--- config.mk ---
export PLATFORM = sky130hd
export DESIGN_NAME = reg_master_flat
export DESIGN_NICKNAME = d
export VERILOG_FILES = /design/src/rtl/reg_master_if.sv /design/src/rtl/reg_master.sv /design/src/flat_wrapper.sv
export SDC_FILE = /design/constraint.sdc
export NUM_CORES = 1
export LEC_CHECK = 0
export CAP_MARGIN = 20
export CORE_MARGIN = 3
export CORE_UTILIZATION = 55
export DETAILED_ROUTE_END_ITERATION = 10
export PLACE_DENSITY = 0.9
export SYNTH_ARGS = -nofsm -noshare
export SYNTH_HDL_FRONTEND = slang
export SYNTH_SLANG_ARGS = --single-unit
--- constraint.sdc ---
create_clock -name clk_i -period 6.7 [get_ports clk_i]
set_clock_uncertainty 0.15 [all_clocks]
set_input_delay 1.34 -clock clk_i [delete_from_list [all_inputs] [get_ports clk_i]]
set_output_delay 1.34 -clock clk_i [all_outputs]
set_load 0.01 [all_outputs]
--- src/rtl/reg_master_if.sv ---
// Command, byte-link and response signals of the register-protocol initiator.
// master = the reg_master side; slave = command source plus byte link.
interface reg_master_if;
  logic        cmd_valid_i;
  logic        cmd_ready_o;
  logic        cmd_wr_i;
  logic [15:0] cmd_addr_i;
  logic [31:0] cmd_data_i;
  logic [7:0]  tx_data_o;
  logic        tx_valid_o;
  logic        tx_ready_i;
  logic [7:0]  rx_data_i;
  logic        rx_rdy_i;
  logic        rsp_valid_o;
  logic [31:0] rsp_data_o;
  logic        rsp_timeout_o;

  modport master (
    input  cmd_valid_i, cmd_wr_i, cmd_addr_i, cmd_data_i, tx_ready_i, rx_data_i, rx_rdy_i,
    output cmd_ready_o, tx_data_o, tx_valid_o, rsp_valid_o, rsp_data_o, rsp_timeout_o
  );

  modport slave (
    output cmd_valid_i, cmd_wr_i, cmd_addr_i, cmd_data_i, tx_ready_i, rx_data_i, rx_rdy_i,
    input  cmd_ready_o, tx_data_o, tx_valid_o, rsp_valid_o, rsp_data_o, rsp_timeout_o
  );
endinterface

--- src/rtl/reg_master.sv ---
// Register-protocol initiator: sends an 8-byte command, then parses the AB + 4-byte reply.
// Optional reply timeout is enabled with `define REG_MASTER_TIMEOUT_EN.
module reg_master #(
  parameter logic [7:0] MAGIC_BYTE = 8'hAA,
  parameter logic [7:0] REPLY_BYTE = 8'hAB
`ifdef REG_MASTER_TIMEOUT_EN
  ,
  parameter int TIMEOUT_CYCLES = 1024
`endif
) (
  input  logic clk_i,
  input  logic reset_i,
  reg_master_if.master bus
);

  localparam logic [2:0] S_IDLE = 3'd0;
  localparam logic [2:0] S_TX   = 3'd1;
  localparam logic [2:0] S_WAIT = 3'd2;
  localparam logic [2:0] S_RX   = 3'd3;
  localparam logic [2:0] S_DONE = 3'd4;

  logic [2:0]  state_q, state_d;
  logic [2:0]  idx_q, idx_d;
  logic        wr_q, wr_d;
  logic [15:0] addr_q, addr_d;
  logic [31:0] data_q, data_d;
  logic [23:0] rx_buf_q, rx_buf_d;
  logic [31:0] rsp_data_q, rsp_data_d;
  logic [7:0]  tx_byte;

`ifdef REG_MASTER_TIMEOUT_EN
  localparam int CW = $clog2(TIMEOUT_CYCLES + 1);
  // Expiry is detected one cycle early so the timeout response lands
  // exactly TIMEOUT_CYCLES cycles after the final TX byte is taken.
  localparam logic [CW-1:0] TMO_LAST = CW'(TIMEOUT_CYCLES - 2);
  logic [CW-1:0] cnt_q, cnt_d;
  logic          tmo_q, tmo_d;
`endif

  always_comb begin
    case (idx_q)
      3'd0:    tx_byte = MAGIC_BYTE;
      3'd1:    tx_byte = {7'b0, wr_q};
      3'd2:    tx_byte = addr_q[7:0];
      3'd3:    tx_byte = addr_q[15:8];
      3'd4:    tx_byte = data_q[7:0];
      3'd5:    tx_byte = data_q[15:8];
      3'd6:    tx_byte = data_q[23:16];
      default: tx_byte = data_q[31:24];
    endcase
  end

  always_comb begin
    state_d    = state_q;
    idx_d      = idx_q;
    wr_d       = wr_q;
    addr_d     = addr_q;
    data_d     = data_q;
    rx_buf_d   = rx_buf_q;
    rsp_data_d = rsp_data_q;
`ifdef REG_MASTER_TIMEOUT_EN
    cnt_d      = cnt_q;
    tmo_d      = tmo_q;
`endif
    case (state_q)
      S_IDLE: if (bus.cmd_valid_i) begin
        wr_d    = bus.cmd_wr_i;
        addr_d  = bus.cmd_addr_i;
        data_d  = bus.cmd_data_i;
        idx_d   = 3'd0;
        state_d = S_TX;
      end
      S_TX: if (bus.tx_ready_i) begin
        if (idx_q == 3'd7) begin
          idx_d   = 3'd0;
          state_d = S_WAIT;
`ifdef REG_MASTER_TIMEOUT_EN
          cnt_d   = '0;
`endif
        end else begin
          idx_d = idx_q + 3'd1;
        end
      end
      S_WAIT: if (bus.rx_rdy_i && bus.rx_data_i == REPLY_BYTE) begin
        idx_d   = 3'd0;
        state_d = S_RX;
      end
      S_RX: if (bus.rx_rdy_i) begin
        idx_d = idx_q + 3'd1;
        case (idx_q[1:0])
          2'd0: rx_buf_d[7:0]   = bus.rx_data_i;
          2'd1: rx_buf_d[15:8]  = bus.rx_data_i;
          2'd2: rx_buf_d[23:16] = bus.rx_data_i;
          default: begin
            rsp_data_d = {bus.rx_data_i, rx_buf_q};
            state_d    = S_DONE;
`ifdef REG_MASTER_TIMEOUT_EN
            tmo_d      = 1'b0;
`endif
          end
        endcase
      end
      S_DONE:  state_d = S_IDLE;
      default: state_d = S_IDLE;
    endcase
`ifdef REG_MASTER_TIMEOUT_EN
    // An arriving byte always restarts the count, even on the expiry cycle.
    if (state_q == S_WAIT || state_q == S_RX) begin
      if (bus.rx_rdy_i) begin
        cnt_d = '0;
      end else if (cnt_q == TMO_LAST) begin
        state_d    = S_DONE;
        tmo_d      = 1'b1;
        rsp_data_d = '0;
      end else begin
        cnt_d = cnt_q + CW'(1);
      end
    end
`endif
  end

  always_ff @(posedge clk_i or posedge reset_i) begin
    if (reset_i) begin
      state_q    <= S_IDLE;
      idx_q      <= '0;
      wr_q       <= 1'b0;
      addr_q     <= '0;
      data_q     <= '0;
      rx_buf_q   <= '0;
      rsp_data_q <= '0;
    end else begin
      state_q    <= state_d;
      idx_q      <= idx_d;
      wr_q       <= wr_d;
      addr_q     <= addr_d;
      data_q     <= data_d;
      rx_buf_q   <= rx_buf_d;
      rsp_data_q <= rsp_data_d;
    end
  end

`ifdef REG_MASTER_TIMEOUT_EN
  always_ff @(posedge clk_i or posedge reset_i) begin
    if (reset_i) begin
      cnt_q <= '0;
      tmo_q <= 1'b0;
    end else begin
      cnt_q <= cnt_d;
      tmo_q <= tmo_d;
    end
  end
  assign bus.rsp_timeout_o = (state_q == S_DONE) && tmo_q;
`else
  assign bus.rsp_timeout_o = 1'b0;
`endif

  assign bus.cmd_ready_o = (state_q == S_IDLE);
  assign bus.tx_valid_o  = (state_q == S_TX);
  assign bus.tx_data_o   = (state_q == S_TX) ? tx_byte : 8'h00;
  assign bus.rsp_valid_o = (state_q == S_DONE);
  assign bus.rsp_data_o  = rsp_data_q;

endmodule

--- src/flat_wrapper.sv ---
// flat-port wrapper written by rule: the top's interface ports become plain ports
module reg_master_flat 
#(
  parameter logic [7:0] MAGIC_BYTE = 8'hAA,
  parameter logic [7:0] REPLY_BYTE = 8'hAB

)
  (clk_i, reset_i, bus_cmd_valid_i, bus_cmd_wr_i, bus_cmd_addr_i, bus_cmd_data_i, bus_tx_ready_i, bus_rx_data_i, bus_rx_rdy_i, bus_cmd_ready_o, bus_tx_data_o, bus_tx_valid_o, bus_rsp_valid_o, bus_rsp_data_o, bus_rsp_timeout_o);
  reg_master_if bus_i ();
  input  logic clk_i;
  input  logic reset_i;
  input wire logic [$bits(bus_i.cmd_valid_i)-1:0] bus_cmd_valid_i;
  input wire logic [$bits(bus_i.cmd_wr_i)-1:0] bus_cmd_wr_i;
  input wire logic [$bits(bus_i.cmd_addr_i)-1:0] bus_cmd_addr_i;
  input wire logic [$bits(bus_i.cmd_data_i)-1:0] bus_cmd_data_i;
  input wire logic [$bits(bus_i.tx_ready_i)-1:0] bus_tx_ready_i;
  input wire logic [$bits(bus_i.rx_data_i)-1:0] bus_rx_data_i;
  input wire logic [$bits(bus_i.rx_rdy_i)-1:0] bus_rx_rdy_i;
  output wire logic [$bits(bus_i.cmd_ready_o)-1:0] bus_cmd_ready_o;
  output wire logic [$bits(bus_i.tx_data_o)-1:0] bus_tx_data_o;
  output wire logic [$bits(bus_i.tx_valid_o)-1:0] bus_tx_valid_o;
  output wire logic [$bits(bus_i.rsp_valid_o)-1:0] bus_rsp_valid_o;
  output wire logic [$bits(bus_i.rsp_data_o)-1:0] bus_rsp_data_o;
  output wire logic [$bits(bus_i.rsp_timeout_o)-1:0] bus_rsp_timeout_o;
  assign bus_i.cmd_valid_i = bus_cmd_valid_i;
  assign bus_i.cmd_wr_i = bus_cmd_wr_i;
  assign bus_i.cmd_addr_i = bus_cmd_addr_i;
  assign bus_i.cmd_data_i = bus_cmd_data_i;
  assign bus_i.tx_ready_i = bus_tx_ready_i;
  assign bus_i.rx_data_i = bus_rx_data_i;
  assign bus_i.rx_rdy_i = bus_rx_rdy_i;
  assign bus_cmd_ready_o = bus_i.cmd_ready_o;
  assign bus_tx_data_o = bus_i.tx_data_o;
  assign bus_tx_valid_o = bus_i.tx_valid_o;
  assign bus_rsp_valid_o = bus_i.rsp_valid_o;
  assign bus_rsp_data_o = bus_i.rsp_data_o;
  assign bus_rsp_timeout_o = bus_i.rsp_timeout_o;
  reg_master #(.MAGIC_BYTE(MAGIC_BYTE), .REPLY_BYTE(REPLY_BYTE)) u_core (.clk_i(clk_i), .reset_i(reset_i), .bus(bus_i));
endmodule
---- Word-level counts from Yosys, hierarchy flattened ----
Cells that the tools add are included.
W data, S select, Z words.
operators by class
  $add $sub $neg .......................... 1
  multiplexer cells ....................... 15
  reductions and logical operators ........ 13
  equal/unequal tests ..................... 20
  bitwise operators ....................... 1
operators by type and width
  operator               count
  $pmux W8 S7            1
  $mux W3                11
  $pmux W3 S4            2
  $eq A3 B3 Y1 const B   5
  $eq A3 B2 Y1 const B   4
  $reduce_and A3 Y1      4
  $eq A8 B8 Y1 const B   1
  $mux W8                1
  $ne A2 B2 Y1 const B   4
  $eq A3 B1 Y1 const B   2
  $logic_not A3 Y1       2
  $reduce_and A6 Y1      1
  $reduce_and A5 Y1      1
  $ne A2 B1 Y1 const B   2
  $reduce_bool A4 Y1     1
  $add A3 B1 Y3 const B  1
  $reduce_or A3 Y1       1
  $eq A2 B1 Y1 const B   1
  $eq A2 B2 Y1 const B   1
  $logic_not A2 Y1       1
  $reduce_and A2 Y1      1
  $logic_and A1 B1 Y1    1
  $not A1 Y1             1
word-level totals
  logic and storage cells ................. 59
  output and inout port bits .............. 44
  flip-flop bits (word level) ............. 111
  input port bits ......................... 62

---- Logic depth before layout (Yosys ltp) ----
Gate-level depths: netlist of run 1.
  word-level depth ........................ 5
  gate-level depth with buffers ........... 8
  mapped depth without buffers ............ 6

---- Worst setup path before layout of run 1 ----
Ideal clock, no wire load.
  kind .................................... register to output
  from .................................... reg u_core.idx_q[2]
  to ...................................... out bus_tx_data_o[1]
  buffers on the path ..................... 3
  data required time ...................... 5210 ps
  stages on the path, launching flop included .. 9
  slack ................................... 3241 ps
  arrival ................................. 1969 ps
  cell sequence ........................... dfrtp_1 > buf_2 > buf_2 > inv_1 > ha_1 > buf_2 > nor4_4 > a22oi_1 > a41oi_1
between the ends
  cells in the longest elaborated chain, start to end .. 3
  elaborated cells on any way between the ends .. 9
  those cells by class .................... 6 x eq/ne; 2 x mux; 1 x reduce/logical
ends and longest elaborated chain
  element                                     RTL line            RTL
  start, declared                             reg_master.sv:23    logic [2:0] idx_q, idx_d;
  start signal, assigned                      reg_master.sv:133   idx_q <= idx_d;
  $eq A3 B3 Y1, or another cell as far along  reg_master.sv:41    case (idx_q)
  $pmux W8 S7 (*)                             reg_master.sv:41
  $mux W8 (*)                                 reg_master.sv:159   assign bus.tx_data_o = (state_q == S_TX) ? tx_byte : 8'h00;
  end, declared                               flat_wrapper.sv:20  output wire logic [$bits(bus_i.tx_data_o)-1:0] bus_tx_data_o;
Mark *: on every way between the ends. The rest lies on a longest branch, timed or not.

---- Worst setup path in the final report of run 1 ----
  from .................................... reg u_core.idx_q[2]
  to ...................................... out bus_tx_data_o[3]
Same word-level chain as after synthesis.

==> flow_metrics.tcl, run 1 <==
set metrics [dict create \
    status "finished, final reports clean" \
    grt_usage_pct 21.8 \
    synth_top_area_share_pct 56.4 \
    worst_slew_margin_rel_pct 49.0 \
    viasPerCell 5.64 \
    seq_power_share_pct 42.9 \
    met2_length_mm 5.12 \
    setup_violations 0 \
    timing.fmax_mhz 210 \
    drt_iter0_markers 137 \
    hold_buffers 0 \
    yosysTopAreaCell "dfrtp_1" \
    final_area_mm2 0.00618 \
    areaGrowthSynthToFinish_pct 25.5 \
    tns_ps 0 \
    synth_edf_count 0 \
    die_h_um 101 \
    core-area_mm2 0.00846 \
    dr.pass1.iters 4 \
    drive_above_1_share_pct 30.4 \
    ys_seq_elements 111 \
    p_leak_nw 2.77 \
    cts.sink_count 111 \
    grt_pass1_wl_mm 17.3 \
    numCtsBuffers 9 \
    syn_inst 330 \
    syn_area_mm2 0.00492 \
    cts-resized-gates 0 \
    grt_pass1_vias 3360 \
    fin_util_pct 73.0 \
    htree_num_levels 3 \
    min_path_type "register to register" \
    ys_warn_count 0 \
    synthTopCellsByCount "dfrtp_1 (111), mux2_2 (74), mux2_4 (29), nand2_1 (13), mux2_1 (10)" \
    antenna_found_initial 0 \
    p_per_area_mw_per_mm2 444 \
    grt_overflow 0 \
    avgSynthCellArea_um2 14.9 \
    path_class "register to output pin" \
    p_int_w 0.00183 \
    postRouteAntennaNets 0 \
    worstPathArrival_ps 3270 \
    cp-end-kind "output pin" \
    wl_per_cell_um 19.4 \
    p_clk_share_pct 14.1 \
    num_vias 3040 \
    nets 498 \
    wl_met3_um 836 \
    clkTransAtPathRegs_ps 90 \
    swShare_pct 33.2 \
    place_area_mm2 0.00598 \
    ys_seq_area_share_pct 56.4 \
    root_buffer "clkbuf_8" \
    slew_viol_final 0 \
    start_util_pct 58.2 \
    insertion_delay_ps 370 \
    die_area_mm2 0.0101 \
    dpl.hpwl_mm 7.46 \
    synthesis.nets 399 \
    synth.most_common_cell "dfrtp_1" \
    switchingPower_w 0.000912 \
    finalCritPeriodShare_pct 71.1 \
    irDropWorstVdd_mv 0.221 \
    nFillCells 536 \
    cts_tree "done" \
    numPortBuffers 104 \
    yosysUniqueCellTypes 40 \
    cts_setup_buffers 0 \
    cp_data_required_time_ps 5210 \
    path_cells "inv_1 > ha_1 > nor4_4 > a22oi_1 > a41oi_1 > clkdlybuf4s50_1" \
    combPwrFrac_pct 42.9 \
    start_kind "register" \
    n_antenna_cell 0 \
    place_congestion 0.811 \
    die_x_um 101 \
    top_layer "met4" \
    path_max_fanout 17 \
    clock_path_buffers 2 \
    crit_path_max_incr_delay_ps 760 \
    drt_wl_total_mm 10.5 \
    io_pins 106 \
    row_count 33 \
    ys.flop_type "dfrtp_1" \
    tightestPinTransition_ps 765 \
    synth_area_leaders "dfrtp_1 (56%), mux2_2 (17%), mux2_4 (8.8%), mux2_1 (2.3%), ha_1 (1.8%)" \
    met1_length_mm 4.41 \
    hold_viol 0 \
    grt_max_degree 65 \
    cap_violations 0 \
    async_flop_share_pct 100 \
    rsz0062_at_grt "false" \
    route.detailed.drc 0 \
    period_needed_ps 4760 \
    critPathSlowestCell "dfrtp_1" \
]
cells by family (layout without fill, tap and decap cells):
family / count (synthesis) / count (layout) / share of synthesized area (%)
fa+ha+maj: 7 / 7 / 1.78
flops: 111 / 111 / 56.4
compound gates: 33 / 33 / 4.85
simple gates: 38 / 38 / 5.21
other cells: 1 / 1 / 0.0762
buf+inv: 25 / 129 / 3.20
mux: 115 / 115 / 28.5
registers in the layout, summed over array words and instances (netlist names):
register               cells
u_core.idx_q               3
u_core.wr_q                1
u_core.state_q             3
u_core.bus.rsp_data_o     32
u_core.data_q             32
u_core.addr_q             16
u_core.rx_buf_q           24
cell usage in the layout (no fill, tap or decap), types with 3 or more instances in the layout:
cell / count
a41oi_1: 5
nand2_2: 4
ha_1: 7
nand2_1: 13
mux2_1: 10
a32oi_1: 3
nor3_1: 3
o21ai_0: 5
a22oi_1: 7
dfrtp_1: 111
clkdlybuf4s50_1: 104
a21oi_1: 3
a31oi_1: 4
inv_1: 6
mux2_4: 29
clkbuf_8: 9
nor2_1: 5
mux2_2: 74
power groups by stage:
| stage | clock (W) | combinational, W | sequential, W |
|---|---|---|---|
| detailed placement | 0 | 0.00118 | 0.00119 |
| global placement | 0 | 0.00114 | 0.00117 |
| global route | 0.000426 | 0.00127 | 0.00122 |
| CTS | 0.000398 | 0.00119 | 0.00118 |
| finish | 0.000388 | 0.00118 | 0.00118 |
| floorplan | 0 | 0.000730 | 0.00115 |
final cells by class:
cell class / count / area (um^2) / share of cell area [%]
timing repair buffer: 106 / 1060 / 17.1
inverter: 7 / 28.8 / 0.466
clock buffer: 9 / 124 / 2.00
tap: 105 / 131 / 2.13
multi-input combinational: 194 / 1990 / 32.2
sequential: 111 / 2780 / 45.0
clock inverter: 7 / 72.6 / 1.17
path summary, 6_finish.rpt:
kind | start | endpoint | slack, ps | cells past startpoint
max in group asynchronous | reset_i | u_core.bus.rsp_data_o[8]$_DFFE_PP0P_ | 4000 | 3
hold reg to reg | u_core.addr_q[5]$_DFFE_PP0P_ | u_core.addr_q[5]$_DFFE_PP0P_ | 350 | 1
setup reg to reg | u_core.state_q[1]$_DFFE_PP0P_ | u_core.data_q[2]$_DFFE_PP0P_ | 4680 | 4
setup / recovery | u_core.idx_q[2]$_DFFE_PP0P_ | bus_tx_data_o[3] | 1940 | 6
hold / removal | u_core.addr_q[5]$_DFFE_PP0P_ | u_core.addr_q[5]$_DFFE_PP0P_ | 350 | 1
min in group asynchronous | reset_i | u_core.data_q[19]$_DFFE_PP0P_ | 1320 | 2
routing by layer:
| metal | global-route usage (%) | up-vias |
|---|---|---|
| li1 | - | 1376 |
| met1 | 28.1 | 1551 |
| met2 | 36.3 | 103 |
| met3 | 7.75 | 10 |
| met4 | 3.83 | 0 |
| met5 | 0 | - |
stage by stage:
| step | total power, W | hold WS, ps | setup slack (ps) | cells |
|---|---|---|---|---|
| finish | 0.00275 | 353 | 1940 | 539 |
| floorplan | 0.00188 | 304 | 2280 | 330 |
| CTS | 0.00277 | 355 | 1940 | 539 |
| detailed placement | 0.00237 | 328 | 2330 | 523 |
| global route | 0.00291 | 372 | 1670 | 539 |
| global placement | 0.00231 | 314 | 2460 | 523 |
critical path: cells and delay by family (launching register included):
kind                     cells  cell delay (ps)
AND/OR/NAND/NOR              1              560
adder cells (fa/ha/maj)      1              370
flip-flops                   1              760
buffers and inverters        2              780
AO/OA/AOI/OAI                2              440
No activity file was read; power rests on OpenSTA's default activity.
==> run 2, diff against run 1 <==
--- a/config.mk
+++ b/config.mk
@@ -7,9 +7,9 @@
 export LEC_CHECK = 0
 export CAP_MARGIN = 20
 export CORE_MARGIN = 3
-export CORE_UTILIZATION = 55
+export CORE_UTILIZATION = 51
 export DETAILED_ROUTE_END_ITERATION = 10
-export PLACE_DENSITY = 0.9
+export PLACE_DENSITY = 0.84
 export SYNTH_ARGS = -nofsm -noshare
 export SYNTH_HDL_FRONTEND = slang
 export SYNTH_SLANG_ARGS = --single-unit
==> constraint.sdc (replaced) <==
create_clock -name clk_i -period 4.4 [get_ports clk_i]
set_clock_uncertainty 0.15 [all_clocks]
set_input_delay 0.88 -clock clk_i [delete_from_list [all_inputs] [get_ports clk_i]]
set_output_delay 0.88 -clock clk_i [all_outputs]
set_load 0.01 [all_outputs]
==> run 2 against run 1 <==
Via count increased by 0.26%. Critical path type unchanged. Setup slack got worse by 1600 ps. Clock power grew 41%. Count of clock-buffer cells in the layout up 2. Sequential power is 50% higher. Register-to-register slack worse by 2300 ps. Die area is 7.4% higher. Power grew 51%. Global-route usage decreased by 2.3 points.
==> flow_metrics.tcl, run 2 (synthesis gave the netlist of run 1 again) <==
set metrics [dict create \
    status "finished, final reports clean" \
    tightestPinTransition_ps 665 \
    cpMostUsedCell "ha_1" \
    worst_slew_margin_rel_pct 55.6 \
    rsz0062_at_grt "false" \
    root_buffer "clkbuf_8" \
    grt_overflow 0 \
    num_vias 3048 \
    critPathSlowestCell "nor4_4" \
    cap_violations 0 \
    route.detailed.drc 0 \
    cts.sink_count 111 \
    place_congestion 0.832 \
    die_h_um 104 \
    dr.pass1.iters 4 \
    cp_data_required_time_ps 3370 \
    finalNonFillerCells 564 \
    worstPathArrival_ps 3030 \
    min_path_type "register to register" \
    numPortBuffers 104 \
    drive_above_1_share_pct 30.1 \
    start_kind "register" \
    grt_pass1_wl_mm 17.1 \
    antenna_found_initial 0 \
    path_class "register to output pin" \
    final_cell_mix "dfrtp_1 (111), clkdlybuf4s50_1 (104), mux2_2 (74), mux2_4 (29), nand2_1 (13)" \
    irDropWorstVdd_mv 0.370 \
    cts_setup_buffers 0 \
    row_count 35 \
    die_area_mm2 0.0109 \
    timing.hold.ws_ps 344 \
    start_util_pct 52.8 \
    dpl.hpwl_mm 7.45 \
    n_antenna_cell 0 \
    grt_pass1_vias 3358 \
    crit_path_max_incr_delay_ps 590 \
    areaGrowthSynthToFinish_pct 26.0 \
    power.total_w 0.00413 \
    htree_num_levels 3 \
    hold_viol 0 \
    tns_ps 0 \
    numCtsBuffers 9 \
    drt_wl_total_mm 10.4 \
    insertion_delay_ps 360 \
    drt_iter0_markers 109 \
    viasPerCell 5.40 \
    slew_viol_final 0 \
    grt_max_degree 59 \
    finalCritPeriodShare_pct 92.2 \
    path_max_fanout 9 \
    hold_buffers 0 \
    postRouteAntennaNets 0 \
    grt_usage_pct 19.5 \
    core-area_mm2 0.00933 \
    path_cells "ha_1 > ha_1 > nor4_4 > a22oi_1 > a41oi_1 > clkdlybuf4s50_1" \
    nets 499 \
    nFillCells 678 \
    timing.fmax_mhz 247 \
    setup_violations 0 \
    cts_tree "done" \
    period_needed_ps 4060 \
    place_inst 548 \
    wl_per_cell_um 18.5 \
    clkTransAtPathRegs_ps 90 \
    io_pins 106 \
    p_leak_nw 2.77 \
    cts-resized-gates 0 \
    p_per_area_mw_per_mm2 666 \
    die_x_um 104 \
    cp-end-kind "output pin" \
    clock_path_buffers 2 \
    final_common_cell "dfrtp_1" \
]
==> run 2: worst max-delay path: cells and delay by family (launching register included) <==
family	cells	cell delay, ps
buf+inv	1	570
compound gates	2	460
flops	1	440
simple gates	1	590
fa+ha+maj	2	610
==> run 2: layout make-up <==
type / instances / area, um^2 / share of cell area (%)
sequential: 111 / 2780 / 44.8
timing repair buffer: 107 / 1080 / 17.3
inverter: 7 / 28.8 / 0.464
multi-input combinational: 194 / 1990 / 32.0
clock inverter: 5 / 42.5 / 0.685
tap: 129 / 161 / 2.60
clock buffer: 11 / 131 / 2.12
==> run 2: power by group <==
group | switching (W) | leakage, nW | total [W] | internal (W)
registers | 0.000278 | 1.39 | 0.00177 | 0.00149
logic | 0.000734 | 1.30 | 0.00182 | 0.00108
clock network | 0.000336 | 0.0894 | 0.000549 | 0.000213
==> run 2: per-stage QoR <==
stage               cell area (um^2)  setup WS [ps]  util, %
floorplan                       4920            439        -
global placement                6030            832     64.7
detailed placement              6030            749     64.7
CTS                             6210            337     66.5
global route                    6210            198     66.5
finish                          6210            344     66.5
==> run 2: final timing paths <==
check / to / slack (ps) / from / depth (start not counted)
worst max-delay path: bus_tx_data_o[5] / 340 / u_core.idx_q[0]$_DFFE_PP0P_ / 6
worst min-delay path: u_core.addr_q[5]$_DFFE_PP0P_ / 340 / u_core.addr_q[5]$_DFFE_PP0P_ / 1
worst max register to register: u_core.data_q[8]$_DFFE_PP0P_ / 2400 / u_core.state_q[1]$_DFFE_PP0P_ / 4
worst min register to register: u_core.addr_q[5]$_DFFE_PP0P_ / 340 / u_core.addr_q[5]$_DFFE_PP0P_ / 1
max in group asynchronous: u_core.bus.rsp_data_o[0]$_DFFE_PP0P_ / 2550 / reset_i / 3
min in group asynchronous: u_core.state_q[0]$_DFFE_PP0P_ / 830 / reset_i / 2
==> run 2: per-layer routing <==
layer	routed length, um	GRT usage (%)	vias to the layer above
met3	686	6.77	7
met4	80	2.94	0
met2	5260	34.2	96
met1	4380	23.9	1558
li1	-	-	1387
met5	0	0	-
==> run 3, diff against run 2 <==
--- a/config.mk
+++ b/config.mk
@@ -5,6 +5,7 @@
 export SDC_FILE = /design/constraint.sdc
 export NUM_CORES = 1
 export LEC_CHECK = 0
+export ABC_AREA = 1
 export CAP_MARGIN = 20
 export CORE_MARGIN = 3
 export CORE_UTILIZATION = 51
==> run 3 against run 2 <==
Hold slack worse by 18 ps. Cell count up 31%. Sequential power about the same. Final area down 0.93%. Wire length up 2.9%. Critical path type unchanged. Largest power group is now sequential cells.
==> flow_metrics.tcl, run 3 <==
set metrics [dict create \
    status "finished, final reports clean" \
    drt_iter0_markers 162 \
    crit_path_max_incr_delay_ps 560 \
    place_congestion 0.792 \
    synth.most_common_cell "nand2_1" \
    cts.sink_count 111 \
    nFillCells 745 \
    setup_violations 0 \
    yosysTopAreaCell "dfrtp_1" \
    pre_cts_slack_ps 961 \
    insertion_delay_ps 370 \
    numCtsBuffers 9 \
    avgSynthCellArea_um2 9.61 \
    grt_overflow 0 \
    slew_viol_final 0 \
    io_pins 106 \
    p_clk_share_pct 15.0 \
    tns_ps 0 \
    postRouteAntennaNets 0 \
    cts_setup_buffers 0 \
    reg2reg_slack_ps 2420 \
    worstPathArrival_ps 2850 \
    reg2reg_from "u_core.state_q[1]$_DFFE_PP0P_" \
    num_vias 3741 \
    rsz0062_at_grt "false" \
    switchingPower_w 0.00142 \
    die_h_um 104 \
    critPathSlowestCell "clkdlybuf4s50_1" \
    final_common_cell "nand2_1" \
    wl_met3_um 605 \
    clock_path_buffers 2 \
    synth_top_area_share_pct 57.0 \
    combPwrFrac_pct 40.6 \
    met2_length_mm 5.40 \
    ys_seq_elements 111 \
    htree_num_levels 3 \
    synthesis.nets 576 \
    grt_pass1_vias 3903 \
    swShare_pct 36.0 \
    syn_inst 507 \
    start_kind "register" \
    ys_warn_count 0 \
    top_layer "met4" \
    cts-resized-gates 0 \
    route.detailed.drc 0 \
    nets 674 \
    cp-end-kind "output pin" \
    synth_area_leaders "dfrtp_1 (57%), nand2_1 (13%), mux2_2 (8.3%), inv_1 (2.8%), o21ai_1 (2.8%)" \
    seq_power_share_pct 44.4 \
    async_flop_share_pct 100 \
    die_x_um 104 \
    final_cell_mix "nand2_1 (166), dfrtp_1 (111), clkdlybuf4s50_1 (104), mux2_2 (36), inv_1 (35)" \
    min_path_type "register to register" \
    row_count 35 \
    drt_wl_total_mm 10.7 \
    p_leak_nw 3.00 \
    period_needed_ps 3880 \
    worst_slack_ps 515 \
    clkTransAtPathRegs_ps 120 \
    synthTopCellsByCount "nand2_1 (166), dfrtp_1 (111), inv_1 (36), mux2_2 (36), nor2_1 (31)" \
    place_inst 723 \
    viasPerCell 5.06 \
    holdCritStartpoint "u_core.rx_buf_q[20]$_DFFE_PP0P_" \
    finalNonFillerCells 739 \
    grt_max_degree 112 \
    numPortBuffers 104 \
    startpoint "u_core.idx_q[0]$_DFFE_PP0P_" \
    antenna_found_initial 0 \
    tightestPinTransition_ps 700 \
    wl_per_cell_um 14.5 \
    cap_violations 0 \
    hold_viol 0 \
    p_int_w 0.00253 \
    n_antenna_cell 0 \
    areaGrowthSynthToFinish_pct 26.1 \
    timing.fmax_mhz 257 \
    ys.flop_type "dfrtp_1" \
    cp_top_family "simple AND/OR/NAND/NOR gates" \
    synth_edf_count 0 \
    multi_input_area_mm2 0.00180 \
    register_area_mm2 0.00278 \
    worst_slew_margin_rel_pct 53.4 \
    path_max_fanout 13 \
    dr.pass1.iters 4 \
    hold_buffers 0 \
    root_buffer "clkbuf_8" \
    dpl.hpwl_mm 7.90 \
    irDropWorstVdd_mv 0.364 \
    path_cells "ha_1 > ha_1 > nor2_1 > nand2_1 > nand2_1 > nor2_1 > a21oi_1 > clkdlybuf4s50_1" \
    yosysUniqueCellTypes 27 \
    ys_seq_area_share_pct 57.0 \
    p_per_area_mw_per_mm2 643 \
    met1_length_mm 4.44 \
    cp_data_required_time_ps 3370 \
    drive_above_1_share_pct 11.8 \
    start_util_pct 52.5 \
    grt_usage_pct 20.4 \
    core-area_mm2 0.00928 \
    die_area_mm2 0.0108 \
    path_buf_inv 1 \
    syn_area_mm2 0.00487 \
    finalCritPeriodShare_pct 88.3 \
    path_class "register to output pin" \
    cts_tree "done" \
    grt_pass1_wl_mm 17.9 \
]
run 3: tightest hold or removal path, stage by stage (launching register included):
cell and delay [ps]:
dfrtp_1 360, nand2_1 60, nand2_1 50
run 3: final cells by class:
| class | count | area share, % |
|---|---|---|
| inverters | 40 | 2.50 |
| clock inverters | 7 | 1.18 |
| multi-input cells | 338 | 29.2 |
| clock buffers | 9 | 2.01 |
| well taps | 129 | 2.63 |
| flip-flops and latches | 111 | 45.2 |
| repair buffers | 105 | 17.3 |
run 3: through the flow:
stage               utilization (%)  area (um^2)  hold WS [ps]  total power (W)
global placement               64.1         5950           301          0.00329
finish                         66.2         6150           326          0.00395
detailed placement             64.1         5950           311          0.00338
floorplan                         -         4870           292          0.00267
global route                   66.2         6150           346          0.00422
CTS                            66.2         6150           331          0.00399
run 3: power groups by stage:
stage               Sequential (W)  Clock [W]  Combinational (W)
floorplan                  0.00176          0           0.000904
detailed placement         0.00177          0            0.00161
finish                     0.00176   0.000592            0.00161
CTS                        0.00175   0.000610            0.00162
global route               0.00180   0.000648            0.00177
global placement           0.00175          0            0.00155
run 3: metal layers:
metal / GRT usage [%] / up-vias
li1: - / 1820
met1: 25.3 / 1782
met2: 34.8 / 117
met3: 3.99 / 22
met4: 9.02 / 0
met5: 0 / -
run 3: final timing paths:
| kind | endpoint | cells after the start |
|---|---|---|
| min in group asynchronous | u_core.bus.rsp_data_o[1]$_DFFE_PP0P_ | 3 |
| hold / removal | u_core.bus.rsp_data_o[20]$_DFFE_PP0P_ | 2 |
| hold reg to reg | u_core.bus.rsp_data_o[20]$_DFFE_PP0P_ | 2 |
| setup reg to reg | u_core.bus.rsp_data_o[2]$_DFFE_PP0P_ | 8 |
| max in group asynchronous | u_core.bus.rsp_data_o[28]$_DFFE_PP0P_ | 3 |
| setup / recovery | bus_tx_data_o[5] | 8 |
run 3: logic make-up (layout without fill, tap and decap cells):
logic type	after synthesis	in the layout	synth area share [%]
compound gates	77	77	8.50
fa+ha+maj	7	7	1.80
buf+inv	58	161	6.13
flops	111	111	57.0
mux	38	38	8.78
other cells	1	1	0.0769
simple gates	215	215	17.7
